$ cat src/rtl/bus_pkg.sv
// Shared constants and types for the framed 16-bit data_in bus.
// Used by packet_framer, framer_fifo and the downstream checker.
package bus_pkg;

  localparam logic [3:0]  FRAME_HEADER = 4'hF;
  localparam logic [3:0]  BAD_HEADER   = 4'hE;
  localparam logic [15:0] IDLE_WORD    = 16'h0000;

  localparam int HDR_LSB = 12;
  localparam int SEQ_LSB = 8;
  localparam int PAY_LSB = 0;

  typedef enum logic [2:0] {
    RESET = 3'b001,
    IDLE  = 3'b010,
    SEND  = 3'b100
  } state_e;

  typedef struct packed {
    logic [3:0] hdr;
    logic [3:0] seq;
    logic [7:0] payload;
  } frame_t;

endpackage

$ cat src/rtl/framer_fifo.sv
// Synchronous FIFO with combinational head read; DEPTH must be a power of two
// so the pointers wrap naturally.
module framer_fifo
  import bus_pkg::*;
#(
  parameter int WIDTH = 8,
  parameter int DEPTH = 4,
  localparam int AW = $clog2(DEPTH),
  localparam int CW = AW + 1
) (
  input  logic             clk,
  input  logic             reset,
  input  logic             push,
  input  logic             pop,
  input  logic [WIDTH-1:0] din,
  output logic [WIDTH-1:0] dout,
  output logic [CW-1:0]    count,
  output logic             full,
  output logic             empty
);

  logic [WIDTH-1:0] mem_q [DEPTH];
  logic [AW-1:0]    wr_ptr_q, wr_ptr_d;
  logic [AW-1:0]    rd_ptr_q, rd_ptr_d;
  logic [CW-1:0]    count_q, count_d;

  always_comb begin
    wr_ptr_d = wr_ptr_q;
    rd_ptr_d = rd_ptr_q;
    count_d  = count_q;
    if (push) wr_ptr_d = wr_ptr_q + 1'b1;
    if (pop)  rd_ptr_d = rd_ptr_q + 1'b1;
    case ({push, pop})
      2'b10:   count_d = count_q + 1'b1;
      2'b01:   count_d = count_q - 1'b1;
      default: count_d = count_q;
    endcase
  end

  always_ff @(posedge clk) begin
    if (reset) begin
      wr_ptr_q <= '0;
      rd_ptr_q <= '0;
      count_q  <= '0;
    end else begin
      wr_ptr_q <= wr_ptr_d;
      rd_ptr_q <= rd_ptr_d;
      count_q  <= count_d;
    end
  end

  // Storage needs no reset: entries are only read once counted as valid.
  always_ff @(posedge clk) begin
    if (push) mem_q[wr_ptr_q] <= din;
  end

  assign dout  = mem_q[rd_ptr_q];
  assign count = count_q;
  assign full  = (count_q == CW'(DEPTH));
  assign empty = (count_q == '0);

endmodule

$ cat src/rtl/packet_framer.sv
// Buffers payload bytes and emits {hdr, seq, payload} frames on data_in.
// Optional PACKET_FRAMER_ERR_INJECT_EN adds inject_hdr / inject_seq ports.
module packet_framer
  import bus_pkg::*;
#(
  parameter int BUS_SIZE   = 16,
  parameter int FIFO_DEPTH = 4
) (
  input  logic                clk,
  input  logic                reset,
  input  logic [7:0]          payload_in,
  input  logic                payload_valid,
  output logic                payload_ready,
  output logic [BUS_SIZE-1:0] data_out,
  output logic                data_valid,
  output logic [2:0]          state
`ifdef PACKET_FRAMER_ERR_INJECT_EN
  ,
  input  logic                inject_hdr,
  input  logic                inject_seq
`endif
);

  localparam int CW = $clog2(FIFO_DEPTH) + 1;

  state_e              state_q, state_d;
  logic [3:0]          seq_q, seq_d;
  logic [BUS_SIZE-1:0] data_q, data_d;
  logic                valid_q, valid_d;

  logic       push, pop;
  logic [7:0] fifo_dout;
  logic [CW-1:0] fifo_cnt;
  logic       fifo_full, fifo_empty;
  logic       inj_hdr, inj_seq;
  frame_t     frame;

`ifdef PACKET_FRAMER_ERR_INJECT_EN
  assign inj_hdr = inject_hdr;
  assign inj_seq = inject_seq;
`else
  assign inj_hdr = 1'b0;
  assign inj_seq = 1'b0;
`endif

  // Ready is held low through the RESET state and gets no credit from a same-cycle pop.
  assign payload_ready = (state_q != RESET) && !fifo_full;
  assign push          = payload_valid && payload_ready;
  assign pop           = (state_q == SEND) && !fifo_empty;

  framer_fifo #(.WIDTH(8), .DEPTH(FIFO_DEPTH)) u_fifo (
    .clk   (clk),
    .reset (reset),
    .push  (push),
    .pop   (pop),
    .din   (payload_in),
    .dout  (fifo_dout),
    .count (fifo_cnt),
    .full  (fifo_full),
    .empty (fifo_empty)
  );

  always_comb begin
    frame   = '0;
    data_d  = IDLE_WORD;
    valid_d = 1'b0;
    seq_d   = seq_q;
    if (pop) begin
      frame.hdr     = inj_hdr ? BAD_HEADER : FRAME_HEADER;
      frame.seq     = seq_q + {3'b000, inj_seq};
      frame.payload = fifo_dout;
      data_d        = frame;
      valid_d       = 1'b1;
      seq_d         = seq_q + 4'd1 + {3'b000, inj_seq};
    end
    // FIFO stays non-empty unless its only entry leaves with nothing arriving.
    if (state_q == RESET)                     state_d = IDLE;
    else if (push || (fifo_cnt != CW'(pop)))  state_d = SEND;
    else                                      state_d = IDLE;
  end

  always_ff @(posedge clk) begin
    if (reset) begin
      state_q <= RESET;
      seq_q   <= 4'd0;
      data_q  <= IDLE_WORD;
      valid_q <= 1'b0;
    end else begin
      state_q <= state_d;
      seq_q   <= seq_d;
      data_q  <= data_d;
      valid_q <= valid_d;
    end
  end

  assign data_out   = data_q;
  assign data_valid = valid_q;
  assign state      = state_q;

endmodule
$ cat config.mk
export PLATFORM = sky130hd
export DESIGN_NAME = packet_framer
export DESIGN_NICKNAME = d
export VERILOG_FILES = /design/src/rtl/bus_pkg.sv /design/src/rtl/framer_fifo.sv /design/src/rtl/packet_framer.sv
export SDC_FILE = /design/constraint.sdc
export NUM_CORES = 1
export LEC_CHECK = 0
export BUFFER_PORTS_ARGS = -buffer_cell sky130_fd_sc_hd__buf_2
export CAP_MARGIN = 20
export CORE_UTILIZATION = 60
export CTS_BUF_LIST = sky130_fd_sc_hd__clkbuf_2
export DETAILED_ROUTE_END_ITERATION = 12
export PLACE_DENSITY = 0.83
export SLEW_MARGIN = 20
export SYNTH_ARGS = -nofsm -noshare
export SYNTH_HDL_FRONTEND = slang
export SYNTH_SLANG_ARGS = --single-unit
$ cat constraint.sdc
create_clock -name clk -period 7.3 [get_ports clk]
set_clock_uncertainty 0.1 [all_clocks]
set_input_delay 0.73 -clock clk [delete_from_list [all_inputs] [get_ports clk]]
set_output_delay 0.73 -clock clk [all_outputs]
set_load 0.005 [all_outputs]
==> reports/metrics.cfg <==
[final_layout]
post-route-util_pct=70.1
num-fill-cells=267
multi_input_area_um2=687
area_growth_pct=11.4
nNetsFinal=210
antenna_cells=0
ff_latch_area_um2=1540
drive_gt1_share_pct=30.5

[synth]
yosys.area_share.simple_pct=10.0
yosys.area.top_type_share_pct=41.4
synthTopCellsByArea=edfxtp_1, dfxtp_1, mux4_2
avgSynthCellArea_um2=14.6
ys.flop_type=edfxtp_1
synth_fa_ha_area_share_pct=4.09
ys.warnings.count=0
synth_edf_count=32
yosysMostFrequentCell=edfxtp_1
ys_ff_latch=61
synthCells=159
synthArstFlopShare_pct=0
synth_top_family_by_area=simple AND/OR/NAND/NOR gates
synth_xor_area_share_pct=0.754
syn_nets=177
syn_area_um2=2320
synth-seq-area-share_pct=66.4
ys_types=32
synth_mux_area_share_pct=8.67
synth_common_cells=edfxtp_1, dfxtp_1, and2_1, inv_1, nor2_1
yosysTopAreaCell=edfxtp_1
synth_compound_area_share_pct=6.03

[sta]
finalSetupTns_ns=0
rsz0062_at_grt=no
min_period_over_period_pct=36.2
fmax_mhz=378
slew_violations=0
slew_headroom_pct=64.6
min_period_ns=2.65
tightest_slew_ns=0.531
hold_viol=0
setup_violations=0

[route]
drt_iter0_drc=87
wl_per_cell_um=14.6
ant_nets=0
drc=0
routed_wl_mm=3.57
via_per_inst=5.39
drtPass1Iterations=4
via_count=1320

[critical_path]
critPathCaptureType=register
cp.arrival_ns=2.91
critPathLaunchType=register
worst-path-max-fanout=11
cp_data_required_time_ns=7.56
critPathKind=register to register

[global_routing]
grt_usage_pct=20.3
antenna_found_initial=0
overflow=0
grt_pass1_vias=1282
grt_max_degree=22
grt_pass1_wl_mm=5.92

[placed_design]
gp_congestion=0.744
dp_hpwl_mm=2.49
io_buffer_count=31

[clocking]
cts_hold_buf=0
cts_tree=done
clock_sinks=61
htreeDepth=3
cts_made_buffers=9
path_clk_slew_ns=0.15
clk_latency_ns=0.43
post_cts_buffers=0
clk_root_buffer_cell=clkbuf_2
cts_resized=0
clockBufferDepth=2

[power_and_ir_drop]
leakagePower_uw=0.000987
power.density_nw_per_um2=243
vdd_drop_max_v=0.000182

[floorplanning]
dieHeight_um=64.2
die-area_um2=4120
floorplan.rows=22
initial_core_util_pct=63.0
core-area_um2=3690
die_x_um=64.2
ios=32

[status]
status=finished clean

[worst_hold_path]
worstHoldPathType=register to register

[job]
cap_violations=0

cells by family after synthesis:
logic type               after synthesis
multiplexers                          10
buffers and inverters                 19
adder cells (fa/ha/maj)                7
AND/OR/NAND/NOR                       40
AO/OA/AOI/OAI                         20
flip-flops                            61
XOR/XNOR                               2
area by class of cell:
type | instances | area share, %
Sequential cell | 61 | 59.6
Multi-Input combinational cell | 79 | 26.6
Timing Repair Buffer | 32 | 6.19
Tap cell | 48 | 2.32
Clock inverter | 6 | 2.08
Clock buffer | 10 | 1.94
Inverter | 9 | 1.31
metal layers:
metal | GRT usage, % | wire (um) | part of all wire (%)
met1 | 23.6 | 1490 | 42
met3 | 7.68 | 166 | 4.6
met2 | 32.8 | 1890 | 53
met4 | 10.6 | 33 | 0.92
met5 | 0 | 0 | 0
critical path, stage by stage, from the launching register on:
cell and delay (ns):
dfxtp_1 0.38, or3b_1 0.51, nor2_1 0.26, ha_1 0.24
inv_1 0.07, fa_1 0.38, xor2_1 0.17, or3_1 0.31
a21oi_1 0.16
final timing paths:
check,from,end,slack (ns),cells after the start
min reg2reg,seq_q[3]$_SDFFE_PP0P_,seq_q[3]$_SDFFE_PP0P_,0.39,2
min,seq_q[3]$_SDFFE_PP0P_,seq_q[3]$_SDFFE_PP0P_,0.39,2
max,state[2]$_SDFF_PP0_,u_fifo.count[2]$_SDFFE_PP0P_,4.65,8
max reg2reg,state[2]$_SDFF_PP0_,u_fifo.count[2]$_SDFFE_PP0P_,4.65,8
cells in the final DEF, fill, tap and decap left out, types with 2 or more instances in the layout:
master    count
dfxtp_1      29
ha_1          6
clkbuf_2     10
nor3_1        2
nor3b_1       2
a311oi_1      2
o21ai_0       4
clkinv_1      3
nor2_1        9
mux4_2        8
nand3_1       2
or3_1         4
nand2b_1      2
a21oi_1       8
buf_2        32
a31o_2        2
and2_1       15
xor2_1        2
inv_1         9
edfxtp_1     32
report_power, final:
| group | switching, uW | internal (uW) | total (uW) |
|---|---|---|---|
| registers | 10.8 | 377 | 388 |
| clock network | 108 | 76.9 | 185 |
| logic | 32.2 | 24.5 | 56.7 |
flip-flops by register name, summed over array words and instances (netlist names), named ones only:
| signal | count |
|---|---|
| u_fifo.mem_q | 32 |
| data_out | 13 |
| seq_q | 4 |
| state | 3 |
| u_fifo.count | 3 |
| u_fifo.rd_ptr_q | 2 |
| u_fifo.wr_ptr_q | 2 |
metrics by stage:
step	setup WS (ns)	std cells	total power, uW	hold WS, ns	instance area (um2)
floorplan	4.95	159	433	0.344	2320
finish	4.65	245	629	0.389	2590
CTS	4.69	245	636	0.350	2590
detailed placement	4.70	229	452	0.371	2480
global placement	4.88	228	446	0.365	2480
global route	4.49	245	661	0.332	2590
Note: power is estimated with default switching activity, not from simulation.
